$ cat src/rtl/pc_update_sequencer_pkg.sv
// Shared encodings for the PC update sequencer: request kinds, PC-source mux selects,
// exception causes, FSM states and default handler-pointer addresses.
package pc_update_sequencer_pkg;

  typedef enum logic [2:0] {
    KIND_INC  = 3'd0,
    KIND_BEQ  = 3'd1,
    KIND_BNE  = 3'd2,
    KIND_JUMP = 3'd3,
    KIND_JR   = 3'd4,
    KIND_RTE  = 3'd5
  } ctl_kind_e;

  typedef enum logic [2:0] {
    SRC_LSOUT       = 3'd0,
    SRC_ALU_RESULT  = 3'd1,
    SRC_ALU_OUT     = 3'd2,
    SRC_SHIFT_LEFT2 = 3'd3,
    SRC_EPC         = 3'd4
  } pc_src_e;

  typedef enum logic [1:0] {
    CAUSE_NONE   = 2'd0,
    CAUSE_OPCODE = 2'd1,
    CAUSE_OVF    = 2'd2,
    CAUSE_DIV0   = 2'd3
  } exc_cause_e;

  typedef enum logic [2:0] {
    ST_IDLE     = 3'd0,
    ST_ISSUE    = 3'd1,
    ST_EXC_EPC  = 3'd2,
    ST_EXC_MEM  = 3'd3,
    ST_EXC_LOAD = 3'd4
  } seq_state_e;

  localparam logic [31:0] DEF_VEC_OPCODE = 32'd253;
  localparam logic [31:0] DEF_VEC_OVF    = 32'd254;
  localparam logic [31:0] DEF_VEC_DIV0   = 32'd255;

endpackage

$ cat src/rtl/pc_update_sequencer_if.sv
// Control/exception request bus into the sequencer and its PC/EPC/memory control outputs.
// master = main control + datapath side, slave = sequencer.
interface pc_update_sequencer_if;
  logic        ctl_valid;
  logic        ctl_ready;
  logic [2:0]  ctl_kind;
  logic        zero;
  logic        exc_opcode;
  logic        exc_ovf;
  logic        exc_div0;
  logic [2:0]  pc_source;
  logic        pc_write;
  logic        epc_write;
  logic        mem_rd;
  logic [31:0] mem_addr;
  logic [1:0]  exc_cause;
  logic        busy;

  modport master (
    output ctl_valid, ctl_kind, zero, exc_opcode, exc_ovf, exc_div0,
    input  ctl_ready, pc_source, pc_write, epc_write, mem_rd, mem_addr, exc_cause, busy
  );

  modport slave (
    input  ctl_valid, ctl_kind, zero, exc_opcode, exc_ovf, exc_div0,
    output ctl_ready, pc_source, pc_write, epc_write, mem_rd, mem_addr, exc_cause, busy
  );
endinterface

$ cat src/rtl/pc_update_sequencer_exc_priority_enc.sv
// Exception flag priority encoder (opcode > ovf > div0), purely combinational, no backpressure.
module pc_update_sequencer_exc_priority_enc
  import pc_update_sequencer_pkg::*;
(
  input  logic       i_opcode,
  input  logic       i_ovf,
  input  logic       i_div0,
  output logic [1:0] o_cause
);

  always_comb begin
    o_cause = CAUSE_NONE;
    if (i_opcode)    o_cause = CAUSE_OPCODE;
    else if (i_ovf)  o_cause = CAUSE_OVF;
    else if (i_div0) o_cause = CAUSE_DIV0;
  end

endmodule

$ cat src/rtl/pc_update_sequencer.sv
// Owns every PC/EPC update: one-cycle ISSUE per accepted request (ready again 2 cycles after accept),
// exception entry in MEM_LAT+2 cycles; ctl_ready stays low while busy or an exception is pending.
module pc_update_sequencer
  import pc_update_sequencer_pkg::*;
#(
  parameter int          MEM_LAT    = 1,
  parameter logic [31:0] VEC_OPCODE = DEF_VEC_OPCODE,
  parameter logic [31:0] VEC_OVF    = DEF_VEC_OVF,
  parameter logic [31:0] VEC_DIV0   = DEF_VEC_DIV0
) (
  input  logic                 clk,
  input  logic                 reset,
  pc_update_sequencer_if.slave bus
);

  seq_state_e r_state;
  seq_state_e w_next;
  logic [1:0] r_pend;
  logic [1:0] r_exc_cause;
  logic [2:0] r_cnt;
  logic [2:0] r_kind;
  logic       r_zero;
  logic [1:0] w_cause;
  logic       w_exc_any;
  logic       w_rsv;

  assign w_rsv     = (r_state == ST_ISSUE) && (r_kind > KIND_RTE);
  assign w_exc_any = (w_cause != CAUSE_NONE);

  // Merge live flags with the sticky cause so a pending entry can only be promoted, never lost.
  pc_update_sequencer_exc_priority_enc u_enc (
    .i_opcode (bus.exc_opcode | (r_pend == CAUSE_OPCODE) | w_rsv),
    .i_ovf    (bus.exc_ovf    | (r_pend == CAUSE_OVF)),
    .i_div0   (bus.exc_div0   | (r_pend == CAUSE_DIV0)),
    .o_cause  (w_cause)
  );

  function automatic logic [31:0] vec_addr(input logic [1:0] cause);
    case (cause)
      CAUSE_OPCODE: vec_addr = VEC_OPCODE;
      CAUSE_OVF:    vec_addr = VEC_OVF;
      CAUSE_DIV0:   vec_addr = VEC_DIV0;
      default:      vec_addr = 32'd0;
    endcase
  endfunction

  always_ff @(posedge clk or negedge reset) begin
    if (!reset) begin
      r_state     <= ST_IDLE;
      r_pend      <= CAUSE_NONE;
      r_exc_cause <= CAUSE_NONE;
      r_cnt       <= 3'd0;
      r_kind      <= 3'd0;
      r_zero      <= 1'b0;
    end else begin
      r_state <= w_next;
      if ((r_state == ST_IDLE) && w_exc_any) begin
        r_exc_cause <= w_cause;
        r_pend      <= CAUSE_NONE;
      end else begin
        r_pend <= w_cause;
      end
      if ((r_state == ST_IDLE) && !w_exc_any && bus.ctl_valid) begin
        r_kind <= bus.ctl_kind;
        r_zero <= bus.zero;
      end
      if (r_state == ST_EXC_EPC)
        r_cnt <= 3'(MEM_LAT - 1);
      else if ((r_state == ST_EXC_MEM) && (r_cnt != 3'd0))
        r_cnt <= r_cnt - 3'd1;
    end
  end

  always_comb begin
    w_next        = r_state;
    bus.ctl_ready = 1'b0;
    bus.pc_source = SRC_ALU_RESULT;
    bus.pc_write  = 1'b0;
    bus.epc_write = 1'b0;
    bus.mem_rd    = 1'b0;
    bus.mem_addr  = 32'd0;
    bus.exc_cause = r_exc_cause;
    bus.busy      = (r_state != ST_IDLE);
    case (r_state)
      ST_IDLE: begin
        bus.ctl_ready = !w_exc_any;
        if (w_exc_any)          w_next = ST_EXC_EPC;
        else if (bus.ctl_valid) w_next = ST_ISSUE;
      end
      ST_ISSUE: begin
        w_next = ST_IDLE;
        case (r_kind)
          KIND_INC:  bus.pc_write = 1'b1;
          KIND_BEQ: begin
            bus.pc_source = SRC_ALU_OUT;
            bus.pc_write  = r_zero;
          end
          KIND_BNE: begin
            bus.pc_source = SRC_ALU_OUT;
            bus.pc_write  = !r_zero;
          end
          KIND_JUMP: begin
            bus.pc_source = SRC_SHIFT_LEFT2;
            bus.pc_write  = 1'b1;
          end
          KIND_JR:   bus.pc_write = 1'b1;
          KIND_RTE: begin
            bus.pc_source = SRC_EPC;
            bus.pc_write  = 1'b1;
          end
          default:   bus.pc_write = 1'b0;
        endcase
      end
      ST_EXC_EPC: begin
        bus.epc_write = 1'b1;
        w_next        = ST_EXC_MEM;
      end
      ST_EXC_MEM: begin
        bus.mem_rd   = 1'b1;
        bus.mem_addr = vec_addr(r_exc_cause);
        if (r_cnt == 3'd0) w_next = ST_EXC_LOAD;
      end
      ST_EXC_LOAD: begin
        bus.pc_source = SRC_LSOUT;
        bus.pc_write  = 1'b1;
        w_next        = ST_IDLE;
      end
      default: w_next = ST_IDLE;
    endcase
  end

endmodule

$ cat src/flat_wrapper.sv
// flat-port wrapper written by rule: the top's interface ports become plain ports
module pc_update_sequencer_flat import pc_update_sequencer_pkg::*;
#(
  parameter int          MEM_LAT    = 1,
  parameter logic [31:0] VEC_OPCODE = DEF_VEC_OPCODE,
  parameter logic [31:0] VEC_OVF    = DEF_VEC_OVF,
  parameter logic [31:0] VEC_DIV0   = DEF_VEC_DIV0
)
  (clk, reset, bus_ctl_valid, bus_ctl_kind, bus_zero, bus_exc_opcode, bus_exc_ovf, bus_exc_div0, bus_ctl_ready, bus_pc_source, bus_pc_write, bus_epc_write, bus_mem_rd, bus_mem_addr, bus_exc_cause, bus_busy);
  pc_update_sequencer_if bus_i ();
  input  logic clk;
  input  logic reset;
  input wire logic [$bits(bus_i.ctl_valid)-1:0] bus_ctl_valid;
  input wire logic [$bits(bus_i.ctl_kind)-1:0] bus_ctl_kind;
  input wire logic [$bits(bus_i.zero)-1:0] bus_zero;
  input wire logic [$bits(bus_i.exc_opcode)-1:0] bus_exc_opcode;
  input wire logic [$bits(bus_i.exc_ovf)-1:0] bus_exc_ovf;
  input wire logic [$bits(bus_i.exc_div0)-1:0] bus_exc_div0;
  output wire logic [$bits(bus_i.ctl_ready)-1:0] bus_ctl_ready;
  output wire logic [$bits(bus_i.pc_source)-1:0] bus_pc_source;
  output wire logic [$bits(bus_i.pc_write)-1:0] bus_pc_write;
  output wire logic [$bits(bus_i.epc_write)-1:0] bus_epc_write;
  output wire logic [$bits(bus_i.mem_rd)-1:0] bus_mem_rd;
  output wire logic [$bits(bus_i.mem_addr)-1:0] bus_mem_addr;
  output wire logic [$bits(bus_i.exc_cause)-1:0] bus_exc_cause;
  output wire logic [$bits(bus_i.busy)-1:0] bus_busy;
  assign bus_i.ctl_valid = bus_ctl_valid;
  assign bus_i.ctl_kind = bus_ctl_kind;
  assign bus_i.zero = bus_zero;
  assign bus_i.exc_opcode = bus_exc_opcode;
  assign bus_i.exc_ovf = bus_exc_ovf;
  assign bus_i.exc_div0 = bus_exc_div0;
  assign bus_ctl_ready = bus_i.ctl_ready;
  assign bus_pc_source = bus_i.pc_source;
  assign bus_pc_write = bus_i.pc_write;
  assign bus_epc_write = bus_i.epc_write;
  assign bus_mem_rd = bus_i.mem_rd;
  assign bus_mem_addr = bus_i.mem_addr;
  assign bus_exc_cause = bus_i.exc_cause;
  assign bus_busy = bus_i.busy;
  pc_update_sequencer #(.MEM_LAT(MEM_LAT), .VEC_OPCODE(VEC_OPCODE), .VEC_OVF(VEC_OVF), .VEC_DIV0(VEC_DIV0)) u_core (.clk(clk), .reset(reset), .bus(bus_i));
endmodule
$ cat config.mk
export PLATFORM = sky130hd
export DESIGN_NAME = pc_update_sequencer_flat
export DESIGN_NICKNAME = d
export VERILOG_FILES = /design/src/rtl/pc_update_sequencer_pkg.sv /design/src/rtl/pc_update_sequencer_if.sv /design/src/rtl/pc_update_sequencer_exc_priority_enc.sv /design/src/rtl/pc_update_sequencer.sv /design/src/flat_wrapper.sv
export SDC_FILE = /design/constraint.sdc
export NUM_CORES = 1
export LEC_CHECK = 0
export CAP_MARGIN = 20
export CORE_MARGIN = 3
export CORE_UTILIZATION = 39
export CTS_CLUSTER_DIAMETER = 120
export DETAILED_ROUTE_END_ITERATION = 6
export GPL_TIMING_DRIVEN = 0
export PLACE_DENSITY = 0.81
export SYNTH_ARGS = -nofsm -noshare
export SYNTH_HDL_FRONTEND = slang
export SYNTH_SLANG_ARGS = --single-unit
export TNS_END_PERCENT = 10
$ cat constraint.sdc
create_clock -name clk -period 2.4 [get_ports clk]
set_clock_uncertainty 0.2 [all_clocks]
set_input_delay 0.36 -clock clk [delete_from_list [all_inputs] [get_ports clk]]
set_output_delay 0.36 -clock clk [all_outputs]
set_load 0.005 [all_outputs]
==> impl_metrics.yaml <==
floorplan:
  ios: 52
  die_w_um: 57.2
  dieArea_mm2: 0.00327
  initial_core_util_pct: 43.7
  die_h_um: 57.2
  coreArea_mm2: 0.00234
  rows: 17
synthesis:
  yosys-top-cells-area: "dfrtp_1, buf_4, mux2_4"
  synth-edff-count: 0
  yosysTopAreaCellShare_pct: 34.3
  synth_warnings: 0
  yosysMostFrequentCell: "buf_4"
  async_flop_share_pct: 100
  avgSynthCellArea_um2: 9.55
  synth_largest_area_cell: "dfrtp_1"
  synth_area_mm2: 0.00102
  seq_area_frac_synth_pct: 34.3
  synth_common_cells: "buf_4, dfrtp_1, a21oi_1, nand2_1, inv_1"
  syn_inst: 107
  ys_ff_latch: 14
  ys.flop_type: "dfrtp_1"
  netlist-cell-type-count: 36
layout:
  seqCellArea_um2: 355
  area.growth.synth_to_final_pct: 47.1
  multi_input_area_um2: 542
  fin_util_pct: 64.3
  layout-drive-gt1-share_pct: 39.0
  nNetsFinal: 177
  num_antenna_cells: 0
  nFillCells: 218
  post-route-cell-area_mm2: 0.00150
clock_tree:
  clkLatencyLatePin_ps: 270
  clock_sinks: 14
  htreeDepth: 1
  cts_root_buf: "clkbuf_4"
  cts_buffers: 3
  cts_tree: "done"
  max-clock-path-buffers: 2
  cts_hold_buf: 0
  clk_pin_slew_ps: 80
setup_path:
  max_stage_delay_ps: 490
  crit_required_ps: 1840
  worstPathArrival_ps: 1780
  cp-start-kind: "flop"
  path_delay_family: "simple AND/OR/NAND/NOR gates"
  path_cells: "nor3b_4 > nand3_1 > nand2_1 > clkdlybuf4s50_1"
  cp_num_buf_inv: 1
  reg2reg_depth: 5
  path_depth: 4
  critical_path.max_fanout: 7
  path_class: "reg2out"
  cp_slowest_cell: "clkdlybuf4s50_1"
  cp-end-kind: "output port"
routing:
  drt_iter0_drc: 17
  routed_via_density: 4.40
  routed_wl_um: 2110
  drcViolationCount: 0
  avgRoutedWirePerCell_um: 11.0
  postRouteAntennaNets: 0
  drt_first_pass_iters: 3
  vias: 844
hold_path:
  min_path_type: "in2async"
power:
  switchingPower_uw: 477
  powerDensity_mw_per_mm2: 896
  internal_power_uw: 871
  leakagePower_nw: 0.787
  ir_worst_vdd_mv: 0.639
  clockPowerShare_pct: 12.2
  pwr-share-seq_pct: 34.1
  p_sw_share_pct: 35.4
  pwr-share-comb_pct: 53.6
timing:
  fin_crit_sh_pct: 97.5
  rsz0062_at_grt: "yes"
  relSlewSlack_pct: 59.3
  hold_slack_ps: 263
  setup_viol: 0
  period_minus_slack_ps: 2340
  final_hold_viol_count: 0
  tns_ps: 0
  tightestPinTransition_ps: 609
  slew_viol_final: 0
  max_freq_mhz: 427
placed_design:
  gp_congestion: 0.712
  hpwl_um: 1680
  dpl-instance-area_mm2: 0.00141
  numPortBuffers: 27
outcome:
  outcome: "complete, no violations"
grt:
  grt_max_degree: 15
  grt_usage_pct: 12.7
  overflow: 0
  grt_pass1_vias: 786
  antenna_found_initial: 0
  grt_first_pass_wirelength_um: 3380
flow_run:
  maxCapViolCount: 0
## routing by layer
layer / vias to the layer above / wire length [um] / part of all wire, % / GRT usage (%)
met5: - / 0 / 0 / 0
met1: 379 / 824 / 39 / 14.2
li1: 427 / - / - / -
met2: 38 / 1050 / 50 / 24.3
met4: 0 / 0 / 0 / 1.99
met3: 0 / 235 / 11 / 3.17
## power by group through the flow
stage | combinational, mW | clock (mW) | sequential, mW
floorplan | 0.396 | 0 | 0.408
global placement | 0.673 | 0 | 0.424
detailed placement | 0.693 | 0 | 0.431
CTS | 0.702 | 0.172 | 0.455
global route | 0.791 | 0.183 | 0.475
finish | 0.723 | 0.165 | 0.460
## flip-flops by register name, indices dropped and copies added, names as in the netlist
register	count
u_core.r_cnt	3
u_core.r_kind	3
u_core.r_state	3
u_core.bus.exc_cause	2
u_core.r_pend	2
u_core.r_zero	1
## per-stage QoR
stage          std cells  power (mW)  setup slack [ps]
3_3_place_gp         185        1.10              -226
6_report             192        1.35              60.2
3_5_place_dp         185        1.12              -260
5_1_grt              192        1.45             -51.6
4_1_cts              190        1.33             -44.1
2_1_floorplan        130       0.804               506
## area by class of cell
type	count	area share [%]
inverter	6	1.50
clock buffer	4	2.41
sequential	14	23.6
multi-input combinational	79	36.0
timing repair buffer	31	18.9
buffer	30	15.2
tap	28	2.33
## logic make-up (layout without fill, tap and decap cells)
kind of cell,Yosys count,in the layout,synth area share [%]
adders and majority gates,2,2,2.45
muxes,4,4,5.88
AOI/OAI and AO/OA,17,17,10.9
buffers and inverters,37,71,24.5
other,1,24,0.367
and+or+nand+nor,30,30,20.0
DFF,14,14,34.3
xor gates and xnor gates,2,2,1.71
## cell usage in the layout, fill, tap and decap left out, drive strengths merged, types with 2 or more instances in the layout
master / n
a21o: 2
a21oi: 6
a221oi: 2
and2: 2
and3b: 2
buf: 39
clkbuf: 5
clkdlybuf4s50: 19
conb: 24
dfrtp: 14
ha: 2
inv: 6
mux2: 4
nand2: 7
nand3: 2
nor2: 4
nor3: 3
nor3b: 2
o21ai: 3
or3: 2
## repair_timing
item                                    4_1_cts  5_1_grt
pin swaps                                     1        1
buffers inserted                              2        2
endpoints found under the setup margin       14        6
endpoints found under the hold margin         0        0
resized for setup                            18        5
## path summary, 6_finish.rpt
check / startpoint / endpoint / slack [ps]
max reg2reg: u_core.r_pend[1] / u_core.r_kind[1] / 470
max in group asynchronous: reset / u_core.r_state[1] / 1300
min in group clk: u_core.r_cnt[1] / u_core.r_cnt[1] / 340
min: reset / u_core.r_zero / 260
min reg2reg: u_core.r_cnt[1] / u_core.r_cnt[1] / 340
max: u_core.r_state[1] / bus_pc_source[0] / 60
(Power assumes the default switching activity.)
